## src/rtl/game_pkg.sv

```systemverilog
// Shared encodings and constants for the falling-item game engine: game states,
// colour codes, LFSR seed/taps and default screen geometry.
package game_pkg;

    typedef enum logic [1:0] {
        ST_IDLE  = 2'd0,
        ST_PLAY  = 2'd1,
        ST_PAUSE = 2'd2,
        ST_OVER  = 2'd3
    } game_state_t;

    typedef enum logic [1:0] {
        COL_RED    = 2'd0,
        COL_GREEN  = 2'd1,
        COL_BLUE   = 2'd2,
        COL_YELLOW = 2'd3
    } item_color_t;

    localparam logic [15:0] LFSR_SEED = 16'hACE1;
    // Taps 16,14,13,11 map to bits 15,13,12,10.
    localparam logic [15:0] LFSR_TAPS = 16'hB400;

    localparam int DEF_X_MIN     = 64;
    localparam int DEF_FLOOR_Y   = 460;
    localparam int DEF_FALL_STEP = 2;

    function automatic logic [15:0] lfsr_next(input logic [15:0] cur);
        return {cur[14:0], ^(cur & LFSR_TAPS)};
    endfunction

endpackage

```

## src/rtl/drop_engine_if.sv

```systemverilog
// Control/status bundle between the drop engine and its surroundings
// (tick divider, collision logic, draw block).
interface drop_engine_if #(
    parameter int N_ITEMS = 4,
    parameter int X_W     = 10,
    parameter int Y_W     = 10,
    parameter int SCORE_W = 14
);
    logic                   fall_tick;
    logic                   start;
    logic                   pause;
    logic [N_ITEMS-1:0]     catch_hit;
    logic [N_ITEMS-1:0]     item_active;
    logic [N_ITEMS*X_W-1:0] item_x;
    logic [N_ITEMS*Y_W-1:0] item_y;
    logic [N_ITEMS*2-1:0]   item_color;
    logic [SCORE_W-1:0]     score;
    logic [1:0]             lives;
    logic [1:0]             game_state;
    logic                   miss_pulse;

    modport slave (
        input  fall_tick, start, pause, catch_hit,
        output item_active, item_x, item_y, item_color, score, lives, game_state, miss_pulse
    );

    modport master (
        output fall_tick, start, pause, catch_hit,
        input  item_active, item_x, item_y, item_color, score, lives, game_state, miss_pulse
    );
endinterface

```

## src/rtl/drop_slot.sv

```systemverilog
// One falling-item slot: holds active/x/y/colour and resolves
// clear > load > hit > miss > move each clock, reporting a miss combinationally.
module drop_slot #(
    parameter int X_W     = 10,
    parameter int Y_W     = 10,
    parameter int FLOOR_Y = 460
) (
    input  logic           clk,
    input  logic           rst,
    input  logic           clear,
    input  logic           en,
    input  logic           load,
    input  logic [X_W-1:0] load_x,
    input  logic [1:0]     load_color,
    input  logic           hit,
    input  logic           tick,
    input  logic [Y_W-1:0] step,
    output logic           active,
    output logic [X_W-1:0] x,
    output logic [Y_W-1:0] y,
    output logic [1:0]     color,
    output logic           miss
);
    localparam logic [Y_W-1:0] FLOOR = Y_W'(FLOOR_Y);

    assign miss = en & active & ~hit & (y >= FLOOR);

    // NOTE: non-blocking assignments so every slot register updates from pre-edge values.
    always_ff @(posedge clk or posedge rst) begin
        if (rst) begin
            active <= 1'b0;
            x      <= '0;
            y      <= '0;
            color  <= '0;
        end else if (clear) begin
            active <= 1'b0;
            x      <= '0;
            y      <= '0;
            color  <= '0;
        end else if (en) begin
            // The arbiter only loads free slots, so load never collides with hit/miss.
            if (load) begin
                active <= 1'b1;
                x      <= load_x;
                y      <= '0;
                color  <= load_color;
            end else if (active && hit) begin
                active <= 1'b0;
            end else if (miss) begin
                active <= 1'b0;
            end else if (active && tick) begin
                y <= y + step;
            end
        end
    end
endmodule

```

## src/rtl/drop_engine.sv

```systemverilog
// Game-state FSM, LFSR spawner, score/lives for N_ITEMS falling slots.
// Define SPEEDUP_EN to make the fall step grow with the score.
module drop_engine
    import game_pkg::*;
#(
    parameter int N_ITEMS   = 4,
    parameter int X_W       = 10,
    parameter int Y_W       = 10,
    parameter int X_MIN     = DEF_X_MIN,
    parameter int X_SPAN_LG = 9,
    parameter int FLOOR_Y   = DEF_FLOOR_Y,
    parameter int FALL_STEP = DEF_FALL_STEP,
    parameter int SPAWN_GAP = 40,
    parameter int LIVES     = 3,
    parameter int SCORE_W   = 14
) (
    input  logic          clk,
    input  logic          rst,
    drop_engine_if.slave  bus
);
    localparam int                CNT_W    = $clog2(SPAWN_GAP + 1);
    localparam logic [CNT_W-1:0]  CNT_LAST = CNT_W'(SPAWN_GAP - 1);

    game_state_t          state, state_next;
    logic                 start_q, start_rise;
    logic [15:0]          lfsr;
    logic [CNT_W-1:0]     count;
    logic [SCORE_W-1:0]   score, score_after;
    logic [SCORE_W:0]     score_sum;
    logic [1:0]           lives, lives_after;
    logic                 miss_pulse, play, init, game_over;
    logic [3:0]           hit_cnt, miss_cnt;
    logic [N_ITEMS-1:0]   active, valid_hit, miss, load;
    logic [N_ITEMS*X_W-1:0] x_v;
    logic [N_ITEMS*Y_W-1:0] y_v;
    logic [N_ITEMS*2-1:0]   color_v;
    logic [X_W-1:0]       spawn_x;
    logic [Y_W-1:0]       step;
    logic                 found;

    assign start_rise = bus.start & ~start_q;
    assign play       = (state == ST_PLAY);
    assign valid_hit  = bus.catch_hit & active & {N_ITEMS{play}};
    assign spawn_x    = X_W'(X_MIN) + X_W'(lfsr[X_SPAN_LG-1:0]);

`ifdef SPEEDUP_EN
    int boost;
    always_comb begin
        boost = int'(score[SCORE_W-1:4]) + FALL_STEP;
        step  = (boost > 4 * FALL_STEP) ? Y_W'(4 * FALL_STEP) : Y_W'(boost);
    end
`else
    assign step = Y_W'(FALL_STEP);
`endif

    // NOTE: every always_comb output gets a default first so no latch is inferred.
    always_comb begin
        hit_cnt  = '0;
        miss_cnt = '0;
        load     = '0;
        found    = 1'b0;
        for (int i = 0; i < N_ITEMS; i++) begin
            hit_cnt  = hit_cnt + {3'b000, valid_hit[i]};
            miss_cnt = miss_cnt + {3'b000, miss[i]};
            // Lowest free slot wins; slots freed this clock are still marked active.
            if (play && count == CNT_LAST && !found && !active[i]) begin
                load[i] = 1'b1;
                found   = 1'b1;
            end
        end
        score_sum   = {1'b0, score} + {{(SCORE_W - 3){1'b0}}, hit_cnt};
        score_after = score_sum[SCORE_W] ? '1 : score_sum[SCORE_W-1:0];
        lives_after = ({2'b00, lives} > miss_cnt) ? lives - miss_cnt[1:0] : 2'd0;
    end

    always_comb begin
        state_next = state;
        init       = 1'b0;
        game_over  = 1'b0;
        unique case (state)
            ST_IDLE: if (start_rise) begin
                state_next = ST_PLAY;
                init       = 1'b1;
            end
            ST_PLAY: if (lives_after == 2'd0) begin
                state_next = ST_OVER;
                game_over  = 1'b1;
            end else if (bus.pause) begin
                state_next = ST_PAUSE;
            end
            ST_PAUSE: if (!bus.pause) state_next = ST_PLAY;
            ST_OVER:  if (start_rise) state_next = ST_IDLE;
        endcase
    end

    always_ff @(posedge clk or posedge rst) begin
        if (rst) begin
            state      <= ST_IDLE;
            start_q    <= 1'b0;
            lfsr       <= LFSR_SEED;
            count      <= '0;
            score      <= '0;
            lives      <= '0;
            miss_pulse <= 1'b0;
        end else begin
            state      <= state_next;
            start_q    <= bus.start;
            miss_pulse <= play && (|miss);
            if (init) begin
                score <= '0;
                lives <= 2'(LIVES);
                count <= '0;
            end else if (play) begin
                lfsr  <= lfsr_next(lfsr);
                score <= score_after;
                lives <= lives_after;
                if (|load)
                    count <= '0;
                else if (bus.fall_tick && count != CNT_LAST)
                    count <= count + CNT_W'(1);
            end
        end
    end

    for (genvar i = 0; i < N_ITEMS; i++) begin : g_slot
        drop_slot #(.X_W(X_W), .Y_W(Y_W), .FLOOR_Y(FLOOR_Y)) u_slot (
            .clk        (clk),
            .rst        (rst),
            .clear      (init | game_over),
            .en         (play),
            .load       (load[i]),
            .load_x     (spawn_x),
            .load_color (lfsr[15:14]),
            .hit        (bus.catch_hit[i]),
            .tick       (bus.fall_tick),
            .step       (step),
            .active     (active[i]),
            .x          (x_v[i*X_W +: X_W]),
            .y          (y_v[i*Y_W +: Y_W]),
            .color      (color_v[i*2 +: 2]),
            .miss       (miss[i])
        );
    end

    assign bus.item_active = active;
    assign bus.item_x      = x_v;
    assign bus.item_y      = y_v;
    assign bus.item_color  = color_v;
    assign bus.score       = score;
    assign bus.lives       = lives;
    assign bus.game_state  = state;
    assign bus.miss_pulse  = miss_pulse;
endmodule

```

## src/flat_wrapper.sv

```systemverilog
// flat-port wrapper written by rule: the top's interface ports become plain ports
module drop_engine_flat import game_pkg::*;
#(
    parameter int N_ITEMS   = 4,
    parameter int X_W       = 10,
    parameter int Y_W       = 10,
    parameter int X_MIN     = DEF_X_MIN,
    parameter int X_SPAN_LG = 9,
    parameter int FLOOR_Y   = DEF_FLOOR_Y,
    parameter int FALL_STEP = DEF_FALL_STEP,
    parameter int SPAWN_GAP = 40,
    parameter int LIVES     = 3,
    parameter int SCORE_W   = 14
)
  (clk, rst, bus_fall_tick, bus_start, bus_pause, bus_catch_hit, bus_item_active, bus_item_x, bus_item_y, bus_item_color, bus_score, bus_lives, bus_game_state, bus_miss_pulse);
  drop_engine_if #(.N_ITEMS(N_ITEMS), .X_W(X_W), .Y_W(Y_W), .SCORE_W(SCORE_W)) bus_i ();
  input  logic clk;
  input  logic rst;
  input wire logic [$bits(bus_i.fall_tick)-1:0] bus_fall_tick;
  input wire logic [$bits(bus_i.start)-1:0] bus_start;
  input wire logic [$bits(bus_i.pause)-1:0] bus_pause;
  input wire logic [$bits(bus_i.catch_hit)-1:0] bus_catch_hit;
  output wire logic [$bits(bus_i.item_active)-1:0] bus_item_active;
  output wire logic [$bits(bus_i.item_x)-1:0] bus_item_x;
  output wire logic [$bits(bus_i.item_y)-1:0] bus_item_y;
  output wire logic [$bits(bus_i.item_color)-1:0] bus_item_color;
  output wire logic [$bits(bus_i.score)-1:0] bus_score;
  output wire logic [$bits(bus_i.lives)-1:0] bus_lives;
  output wire logic [$bits(bus_i.game_state)-1:0] bus_game_state;
  output wire logic [$bits(bus_i.miss_pulse)-1:0] bus_miss_pulse;
  assign bus_i.fall_tick = bus_fall_tick;
  assign bus_i.start = bus_start;
  assign bus_i.pause = bus_pause;
  assign bus_i.catch_hit = bus_catch_hit;
  assign bus_item_active = bus_i.item_active;
  assign bus_item_x = bus_i.item_x;
  assign bus_item_y = bus_i.item_y;
  assign bus_item_color = bus_i.item_color;
  assign bus_score = bus_i.score;
  assign bus_lives = bus_i.lives;
  assign bus_game_state = bus_i.game_state;
  assign bus_miss_pulse = bus_i.miss_pulse;
  drop_engine #(.N_ITEMS(N_ITEMS), .X_W(X_W), .Y_W(Y_W), .X_MIN(X_MIN), .X_SPAN_LG(X_SPAN_LG), .FLOOR_Y(FLOOR_Y), .FALL_STEP(FALL_STEP), .SPAWN_GAP(SPAWN_GAP), .LIVES(LIVES), .SCORE_W(SCORE_W)) u_core (.clk(clk), .rst(rst), .bus(bus_i));
endmodule
```

## config.mk

```make
export PLATFORM = sky130hd
export DESIGN_NAME = drop_engine_flat
export DESIGN_NICKNAME = d
export VERILOG_FILES = /design/src/rtl/game_pkg.sv /design/src/rtl/drop_engine_if.sv /design/src/rtl/drop_slot.sv /design/src/rtl/drop_engine.sv /design/src/flat_wrapper.sv
export SDC_FILE = /design/constraint.sdc
export NUM_CORES = 1
export LEC_CHECK = 0
export BUFFER_PORTS_ARGS = -buffer_cell sky130_fd_sc_hd__buf_2
export CAP_MARGIN = 15
export CORE_MARGIN = 4
export CORE_UTILIZATION = 59
export CTS_BUF_LIST = sky130_fd_sc_hd__clkbuf_8
export DETAILED_ROUTE_END_ITERATION = 8
export GPL_TIMING_DRIVEN = 1
export PLACE_DENSITY = 0.82
export SYNTH_ARGS = -nofsm -noshare
export SYNTH_HDL_FRONTEND = slang
export SYNTH_HIERARCHICAL = 1
export SYNTH_SLANG_ARGS = --single-unit
```

## constraint.sdc

```tcl
create_clock -name clk -period 5.2 [get_ports clk]
set_input_delay 0.52 -clock clk [delete_from_list [all_inputs] [get_ports clk]]
set_output_delay 0.52 -clock clk [all_outputs]
set_load 0.02 [all_outputs]
```

### Yosys cells after proc, flatten, opt, wreduce, memory -nomap -nowiden

Cells that the tools add are included.

* flip-flop bits (word level): 134
* bits of input ports: 9

* add/sub/neg operators: 14
* order comparisons: 5
* equal/unequal tests: 17
* muxes and demuxes: 94
* bitwise logic cells: 22
* reductions and logical operators: 60

Operators with widths (number)
* 10-bit 2-to-1 mux: 36
* 14-bit 2-to-1 mux: 3
* 10-bit by 2-bit adder with 10-bit output (second input constant): 4
* 10-bit by 9-bit greater-or-equal comparator with 1-bit output (second input constant): 4
* 2-bit 2-to-1 mux: 20
* 1-bit 2-to-1 mux: 30
* 6-bit 2-to-1 mux: 4
* 3-bit by 2-bit inequality test with 1-bit output (second input constant): 7
* 2-bit AND reduction: 10
* 4-bit AND reduction: 5
* 1-bit logical AND: 18
* 4-bit by 1-bit adder with 4-bit output: 4
* 4-bit nonzero test: 4
* 16-bit parity: 1
* 14-bit by 4-bit adder with 15-bit output: 1
* 3-bit nonzero test: 5
* 1-bit AND: 13
* 2-bit nonzero test: 6
* 7-bit by 9-bit adder with 10-bit output (first input constant): 1
* 4-bit AND: 2
* 2-bit case mux with 4 select lines: 1
* 4-bit OR reduction: 2
* 1-bit logical NOT: 7
* 6-bit by 1-bit adder with 6-bit output (second input constant): 1
* other kinds (13): 23

### Longest topological paths before layout

Gate-level depths: netlist (run 1).

* depth after elaboration: 20
* mapped depth: 21

### Cells and area by module

The synthesis (run 1) kept the hierarchy.

Modules (own cells, without submodules)
* drop_slot at u_core.g_slot[1].u_slot ...: instances 3, cells each 153, area an instance 1370.1 um^2, seq. area each 575.6 um^2
* drop_engine: instances 1, cells each 276, area an instance 2394.8 um^2, seq. area each 1061.0 um^2
* drop_slot at u_core.g_slot[0].u_slot: instances 1, cells each 144, area an instance 1313.8 um^2, seq. area each 575.6 um^2

### Worst setup path after synthesis (run 1)

OpenSTA, ideal clock, no wires.

* kind: reg2reg
* from: register u_core.state[0], in the netlist u_core/bus.game_state[0]
* to: register u_core.g_slot[1].u_slot.y[3]
* setup time: 0.074 ns
* arrival: 4.772 ns
* required time: 5.126 ns
* path slack: 0.354 ns
* stages on the path, launching flop included: 19
* period minus slack after synthesis: 4.846 ns
* cells stage by stage: dfrtp_1 buf_4 nand2b_1 clkbuf_1 inv_2 buf_1 nand2_1 nor3_1 inv_1 fa_1 inv_1 ha_1 ha_1 fa_1 o21ai_0 a31oi_1 buf_6 or4_2 o21ai_2

* word-level cells in the longest chain between the ends: 15
* elaborated cells between the ends (all ways): 40

RTL lines
* start: declaration: line drop_engine.sv:24 `game_state_t state, state_next;`
* start signal: assignment: line drop_engine.sv:106 `state <= state_next;`
* 2-bit by 1-bit equality test with 1-bit output *: line drop_engine.sv:42 `assign play = (state == ST_PLAY);`
* via u_core.play: line drop_engine.sv:31 `logic miss_pulse, play, init, game_over;`
* 1-bit AND * (3 in a row): line drop_slot.sv:26 `assign miss = en & active & ~hit & (y >= FLOOR);`
* via u_core.miss[0]: line drop_engine.sv:33 `logic [N_ITEMS-1:0] active, valid_hit, miss, load;`
* 1-bit by 1-bit adder with 2-bit output *: line drop_engine.sv:64 `miss_cnt = miss_cnt + {3'b000, miss[i]};`
* 4-bit by 1-bit adder with 4-bit output * (2 in a row): line drop_engine.sv:64
* 2-bit by 4-bit > comparator with 1-bit output / 2-bit subtractor (equally long branches): line drop_engine.sv:73 `lives_after = ({2'b00, lives} > miss_cnt) ? lives - miss_cnt[1:0] : 2'd0;`
* 2-bit 2-to-1 mux *: line drop_engine.sv:73
* 2-bit logical NOT *: line drop_engine.sv:85 `ST_PLAY: if (lives_after == 2'd0) begin`
* 1-bit 2-to-1 mux *: line drop_engine.sv:85
* 1-bit 2-to-1 mux *: line drop_engine.sv:80 `unique case (state)`
* 1-bit OR *: line drop_engine.sv:129 `.clear (init | game_over),`
* 3-bit by 2-bit inequality test with 1-bit output (no source line) (tied with other cells)
* 4-bit AND reduction (no source line)
* end signal: assignment: line drop_slot.sv:52 `y <= y + step;`
* end: declaration: line drop_slot.sv:20 `output logic [Y_W-1:0] y,`

The timed path passes the listed nets; every way through them passes the cells marked *. The select of a mux whose other input is x is not followed.
A chain may end at the register's enable or synchronous reset.

### Final worst setup path (run 1)

* from: register u_core.state[0], in the netlist u_core/bus.game_state[0]
* to: register u_core.g_slot[1].u_slot.y[4]

* elaborated cells between the ends (all ways): 40

RTL lines (line)
* 2-bit by 1-bit equality test with 1-bit output *: drop_engine.sv:42
* 1-bit AND * (3 in a row): drop_slot.sv:26
* via u_core.miss[3]: drop_engine.sv:33
* 4-bit by 1-bit adder with 4-bit output *: drop_engine.sv:64
* 2-bit by 4-bit > comparator with 1-bit output / 2-bit subtractor (equally long branches): drop_engine.sv:73
* 2-bit 2-to-1 mux *: drop_engine.sv:73
* 2-bit logical NOT *: drop_engine.sv:85
* 1-bit 2-to-1 mux *: drop_engine.sv:85
* 1-bit 2-to-1 mux *: drop_engine.sv:80
* 1-bit OR *: drop_engine.sv:129
* 3-bit by 2-bit inequality test with 1-bit output (no source line) (tied with other cells)
* 4-bit AND reduction (no source line)

Marks and branches as above.

==> results of run 1 <==
## synth_stat cells, types with 10 or more instances
cell type	n	area share, %
xnor2_1	17	1.9
inv_1	44	2.1
ha_1	44	7.0
dfrtp_1	126	40
nor3_1	23	1.5
o21ai_0	59	3.8
o21ai_2	12	1.3
o21a_1	10	0.96
a21oi_1	90	5.8
nor2_1	43	2.1
nand2_1	203	9.7
clkbuf_1	22	1.1
nand3_1	12	0.77
a21o_1	10	0.96
## state kept, by name, indices dropped and copies added (netlist names)
| name | cells |
|---|---|
| u_core/g_slot.u_slot/x | 40 |
| u_core/g_slot.u_slot/y | 40 |
| u_core/lfsr | 16 |
| u_core/bus.score | 14 |
| u_core/g_slot.u_slot/color | 8 |
| u_core/count | 6 |
| u_core/g_slot.u_slot/active | 4 |
| u_core/bus.game_state | 2 |
| u_core/bus.lives | 2 |
| u_core/bus.miss_pulse | 1 |
| u_core/start_q | 1 |
## stage by stage
| step | utilization (%) | power (mW) | hold slack [ns] |
|---|---|---|---|
| after floorplan | - | 2.076 | 0.4393 |
| after global placement | 67.84 | 2.262 | 0.4480 |
| after detailed placement | 67.84 | 2.285 | 0.4596 |
| after CTS | 71.11 | 3.207 | 0.2062 |
| after global routing | 71.11 | 3.415 | 0.2025 |
| final | 71.11 | 3.216 | 0.2241 |
## critical path: cells and delay by family (launching register included)
| kind | cells | cell delay, ns |
|---|---|---|
| AO/OA/AOI/OAI | 3 | 0.84 |
| adder cells (fa/ha/maj) | 4 | 1.45 |
| buffers and inverters | 3 | 0.24 |
| flip-flops | 1 | 0.58 |
| AND/OR/NAND/NOR | 5 | 1.40 |
## where the power goes
group / switching [mW] / internal [mW]
Combinational: 0.722 / 0.370
Sequential: 0.0892 / 1.11
Clock: 0.432 / 0.491
Total: 1.24 / 1.97
## worst paths after layout
check                      depth (start not counted)                     start                           end
hold / removal                                     1                 bus_start                u_core/start_q
setup / recovery                                  15  u_core/bus.game_state[0]  u_core/g_slot[1].u_slot/y[4]
min in group asynchronous                          3                       rst                u_core/lfsr[3]
hold reg to reg                                    2           u_core/lfsr[11]               u_core/lfsr[11]
max in group asynchronous                          2                       rst  u_core/g_slot[0].u_slot/y[8]
setup reg to reg                                  15  u_core/bus.game_state[0]  u_core/g_slot[1].u_slot/y[4]
## layout make-up
cell class                      count  area (µm²)
Multi-Input combinational cell    708        4263
Fill cell                         973        3690
Clock inverter                     14       170.2
Timing Repair Buffer              127       655.6
Tap cell                          172       215.2
Clock buffer                       18       247.7
Inverter                           45       168.9
Sequential cell                   134        3363
## kinds of logic (layout without fill, tap and decap cells)
logic type                 after synthesis  count (layout)  synth area share (%)
buffers and inverters                   79             204                 4.673
AOI/OAI and AO/OA                      249             249                 20.53
DFF                                    134             134                 43.01
xor gates and xnor gates                21              21                 2.352
and+or+nand+nor                        340             340                 19.84
adders and majority gates               53              53                 9.345
muxes                                    1               1                0.1440
other                                    2              44               0.09605
## layer usage
metal / share of wire (%) / global-route usage, % / vias to the layer above / routed length [µm]
met5: 0 / 0 / - / 0
met4: 1.4 / 7.059 / 0 / 266
met3: 6.3 / 5.764 / 28 / 1229
met2: 48 / 44.52 / 224 / 9395
met1: 44 / 36.31 / 3240 / 8486
li1: - / - / 3335 / -
==> results.cfg, run 1 <==
[route]
num_vias = 6827
drt_wl_total_um = 19380
wl_per_cell_um = 15.91
initialDrtViolationCount = 612
drc = 0
drtAntennaViolNets = 0
viasPerCell = 5.605
dr.pass1.iters = 5

[synth]
synth-main-ff-cell = dfrtp_1
synth-seq-cells = 134
synth-edff-count = 0
syn_area_um2 = 7819
syn_area_per_cell_um2 = 8.895
yosysWarnings = 6
seq_area_frac_synth_pct = 43.01
syn_inst = 879
synth_cell_type_count = 66
ys_async_sr_fraction_pct = 100.0

[cts]
clk_path_buf_depth = 2
cts_tree = yes
postCtsSetupRepairBufs = 0
root_buffer = clkbuf_8
worstSkewPairLatency_ns = 0.44
cts.sinks = 134
clk_pin_slew_ns = 0.08
htree_num_levels = 4
cts_buffers = 17
cts-hold-fix-buffers = 0
cts_resized = 0

[global_routing]
first_global_vias = 6573
grt_start_max_net_pins = 43
grt_antenna_before_repair = 0
grt_usage_pct = 26.91
grt.overflow.total = 0
grt_pass1_wl_um = 32120

[power]
leakage_nw = 4.560
power_density_nw_per_um2 = 354.0
vdd_ir_drop_max_mv = 0.2546

[placement]
numPortBuffers = 119
place_ws_ns = 0.7224
gp_congestion = 0.8797
dpl_cell_area_um2 = 8666
dpl.cell_count = 1186
dp_hpwl_um = 14120

[layout]
final_cell_area_um2 = 9084
final_common_cell = nand2_1
layout.nets = 1095
fin_cells = 1218
drive_above_1_share_pct = 20.17
final_cell_mix = nand2_1, dfrtp_1, buf_2
areaGrowthSynthToFinish_pct = 16.18
insertedDiodeCount = 0

[setup_path]
path_max_fanout = 25
slowest_delay_ns = 0.80
ff2ff_setup_slack_ns = 0.62
critPathRequiredTime_ns = 5.56
crit_arrival_ns = 4.95
cp_slowest_cell = nor3_2
crit_path_end_kind = flop
critical_path_class = flop to flop
worstSetupStartpointType = flop
cp_cell_sequence = nand2b_1 -> inv_2 -> nand2_1 -> nor3_1 -> inv_1 -> fa_1 -> inv_1 -> ha_1 -> ha_1 -> fa_1 -> o21ai_0 -> a31oi_4 -> nor3_2 -> nand2_1 -> o21ai_2

[floorplan]
dieArea_um2 = 15160
die_h_um = 123.1
rows = 41
die_w_um = 123.1
io_pins = 120
floorplan.initialDensity_pct = 61.21
coreArea_um2 = 12770

[flow_run]
max_cap_viol_count = 0

[sta]
final.min_clock_period_ns = 4.584
fin_worst_skew_ns = 0.01477
rsz0062_at_grt = no
slew_headroom_pct = 39.37
max_slew.worst_pin.slew_ns = 0.9085
fin_tns_setup_ns = 0
fin_crit_sh_pct = 88.15
maxSlewViolCount = 0
hold_violations = 0
max_clock_freq_mhz = 218.2
finalSetupViolCount = 0
setup_slack_ns = 0.6162

[run_status]
status = complete, no violations

[worst_hold_path]
hp-class = primary input to flop
No activity file was read; power rests on OpenSTA's default activity.
==> run 2: changes to the inputs <==
--- a/config.mk
+++ b/config.mk
@@ -5,14 +5,14 @@
 export SDC_FILE = /design/constraint.sdc
 export NUM_CORES = 1
 export LEC_CHECK = 0
+export ABC_AREA = 1
 export BUFFER_PORTS_ARGS = -buffer_cell sky130_fd_sc_hd__buf_2
 export CAP_MARGIN = 15
 export CORE_MARGIN = 4
-export CORE_UTILIZATION = 59
+export CORE_UTILIZATION = 25
 export CTS_BUF_LIST = sky130_fd_sc_hd__clkbuf_8
 export DETAILED_ROUTE_END_ITERATION = 8
 export GPL_TIMING_DRIVEN = 1
-export PLACE_DENSITY = 0.82
 export SYNTH_ARGS = -nofsm -noshare
 export SYNTH_HDL_FRONTEND = slang
 export SYNTH_HIERARCHICAL = 1
==> run 2 against run 1 <==
Net effect:
- clock skew increased by 0.0018 ns
- largest cell class unchanged
- clock power decreased by 13%
- worst hold slack lost 0.010 ns
- cell area up 12%
- critical path type unchanged
==> results.cfg, run 2 <==
[layout]
drive_above_1_share_pct = 16.04
final_common_cell = nand2_1
postLayoutCoreUtil_pct = 30.05
fin_cells = 1795
top_regs = u_core/g_slot.u_slot/x: 40 flops, u_core/g_slot.u_slot/y: 40 flops, u_core/lfsr: 16 flops
insertedDiodeCount = 0
layout.nets = 1396
areaGrowthSynthToFinish_pct = 18.04
final_cell_mix = nand2_1, inv_1, dfrtp_1

[route]
wl_per_cell_um = 13.80
drtAntennaViolNets = 0
viasPerCell = 4.330
drc = 0
num_vias = 7773
initialDrtViolationCount = 588
dr.pass1.iters = 8
drt_wl_total_um = 24770

[setup_path]
worstSetupStartpointType = flop
cpMostUsedCell = nand2_1
slowest_delay_ns = 0.54
cp_slowest_cell = fa_1
crit_arrival_ns = 5.05
path_max_fanout = 23
cp_cell_sequence = inv_2 -> nor2_4 -> nand2_1 -> nor2_2 -> nand2_4 -> inv_1 -> inv_1 -> fa_1 -> inv_1 -> ha_1 -> ha_1 -> fa_1 -> nor2_1 -> nand3b_1 -> nand2_1 -> inv_1 -> nand2_1 -> nand2_1 -> nor2_2 -> nor2_1 -> inv_2 -> nand2_1 -> nand2_1 -> nand2_1
critPathRequiredTime_ns = 5.54
critical_path_class = flop to flop
crit_buf_inv = 6
crit_path_end_kind = flop
cpLargestDelayFamily = simple AND/OR/NAND/NOR gates

[synth]
yosys-top-cells-count = nand2_1, inv_1, dfrtp_1
yosys.area.top_type = dfrtp_1
syn_area_um2 = 8581
seq_area_frac_synth_pct = 39.20
synth.most_common_cell = nand2_1
yosysWarnings = 6
syn_inst = 1172
synth_area_leaders = dfrtp_1, nand2_1, inv_1
synth-edff-count = 0
synth_cell_type_count = 40
syn_area_per_cell_um2 = 7.321
synth-seq-cells = 134
synth-main-ff-cell = dfrtp_1
synth_top_cell_area_share_pct = 36.75
ys_async_sr_fraction_pct = 100.0

[cts]
cts.sinks = 134
htree_num_levels = 4
cts_tree = yes
clk_pin_slew_ns = 0.08
cts-hold-fix-buffers = 0
cts_buffers = 17
root_buffer = clkbuf_8
postCtsSetupRepairBufs = 0
clk_path_buf_depth = 2
worstSkewPairLatency_ns = 0.44
cts_resized = 0

[sta]
max_slew.worst_pin.slew_ns = 0.9702
fin_worst_skew_ns = 0.01655
rsz0062_at_grt = no
fin_tns_setup_ns = 0
hold_violations = 0
finalSetupViolCount = 0
final.min_clock_period_ns = 4.719
setup_slack_ns = 0.4808
slew_headroom_pct = 35.25
fin_crit_sh_pct = 90.75
max_clock_freq_mhz = 211.9
maxSlewViolCount = 0

[global_routing]
grt.overflow.total = 0
grt_antenna_before_repair = 2
grt_start_max_net_pins = 43
grt_pass1_wl_um = 40320
first_global_vias = 7481
grt_usage_pct = 13.14

[flow_run]
max_cap_viol_count = 0

[power]
leakage_nw = 5.500
p_int_mw = 2.207
total_power_mw = 4.208
power_density_nw_per_um2 = 415.5
combPwrFrac_pct = 46.2
p_seq_share_pct = 34.6
clkPwrFrac_pct = 19.2
vdd_ir_drop_max_mv = 0.1418
p_sw_share_pct = 47.56
p_sw_mw = 2.001

[placement]
place_ws_ns = 0.5081
dpl.cell_count = 1763
numPortBuffers = 119
gp_congestion = 0.8203
dp_hpwl_um = 19040

[floorplan]
io_pins = 120
rows = 67
die_w_um = 193.3
dieArea_um2 = 37350
floorplan.initialDensity_pct = 25.46
die_h_um = 193.3
coreArea_um2 = 33700

[run_status]
status = complete, no violations

[worst_hold_path]
hp-class = primary input to flop
run 2: cell count changes after synthesis, moves of 16 or more:
| cell | before | now |
|---|---|---|
| nand2_1 | 203 | 358 |
| inv_1 | 44 | 196 |
| nand3_1 | 12 | 97 |
| a21oi_1 | 90 | 31 |
| nor2_1 | 43 | 76 |
| o21ai_0 | 59 | 85 |
| clkbuf_1 | 22 | 6 |
run 2: worst reg2reg max path: cells and delay by family (launching register included):
family / cells / cell delay (ns)
flops: 1 / 0.43
simple gates: 14 / 2.08
buf+inv: 6 / 0.67
fa+ha+maj: 4 / 1.41
run 2: final cells by class:
class / count / area (µm²)
clock buffers: 18 / 247.7
well taps: 448 / 560.5
multi-input cells: 856 / 4473
repair buffers: 122 / 618.1
fillers: 3703 / 23570
inverters: 203 / 762.0
flip-flops and latches: 134 / 3363
clock inverters: 14 / 103.9
run 2: final timing paths:
check / startpoint / endpoint / slack, ns / cells after the start
worst max-delay path: u_core/bus.game_state[0] / u_core/g_slot[3].u_slot/y[2] / 0.48 / 24
max in group asynchronous: rst / u_core/g_slot[3].u_slot/active / 4.24 / 2
worst min register to register: u_core/g_slot[3].u_slot/x[5] / u_core/g_slot[3].u_slot/x[5] / 0.49 / 2
worst max register to register: u_core/bus.game_state[0] / u_core/g_slot[3].u_slot/y[2] / 0.48 / 24
min in group asynchronous: rst / u_core/lfsr[1] / 0.28 / 3
worst min-delay path: bus_start / u_core/start_q / 0.21 / 1
run 2: metal layers:
metal | wire, µm | global-route usage (%) | vias up
met2 | 11800 | 22.05 | 200
met5 | 34 | 0 | -
li1 | - | - | 3959
met3 | 1374 | 3.288 | 19
met4 | 282 | 2.754 | 4
met1 | 11280 | 17.27 | 3591
run 2: power groups by stage:
stage	sequential, mW	clock, mW	combinational, mW
CTS	1.47	0.841	1.93
global route	1.49	0.882	2.20
finish	1.46	0.807	1.94
floorplan	1.60	0	1.27
detailed placement	1.48	0	1.92
global placement	1.48	0	1.90
run 2: cells by family after synthesis:
logic type	Yosys count	share of synthesized area [%]
AO/OA/AOI/OAI	141	8.895
XOR/XNOR	18	1.837
adder cells (fa/ha/maj)	53	8.516
buffers and inverters	224	10.51
flip-flops	134	39.20
other	2	0.08752
AND/OR/NAND/NOR	600	30.96
run 2: per-stage QoR:
step	hold WS [ns]	area [µm²]
finish	0.2140	10130
global route	0.1876	10130
CTS	0.1851	10130
detailed placement	0.4714	9777
global placement	0.4665	9777
floorplan	0.4534	8738
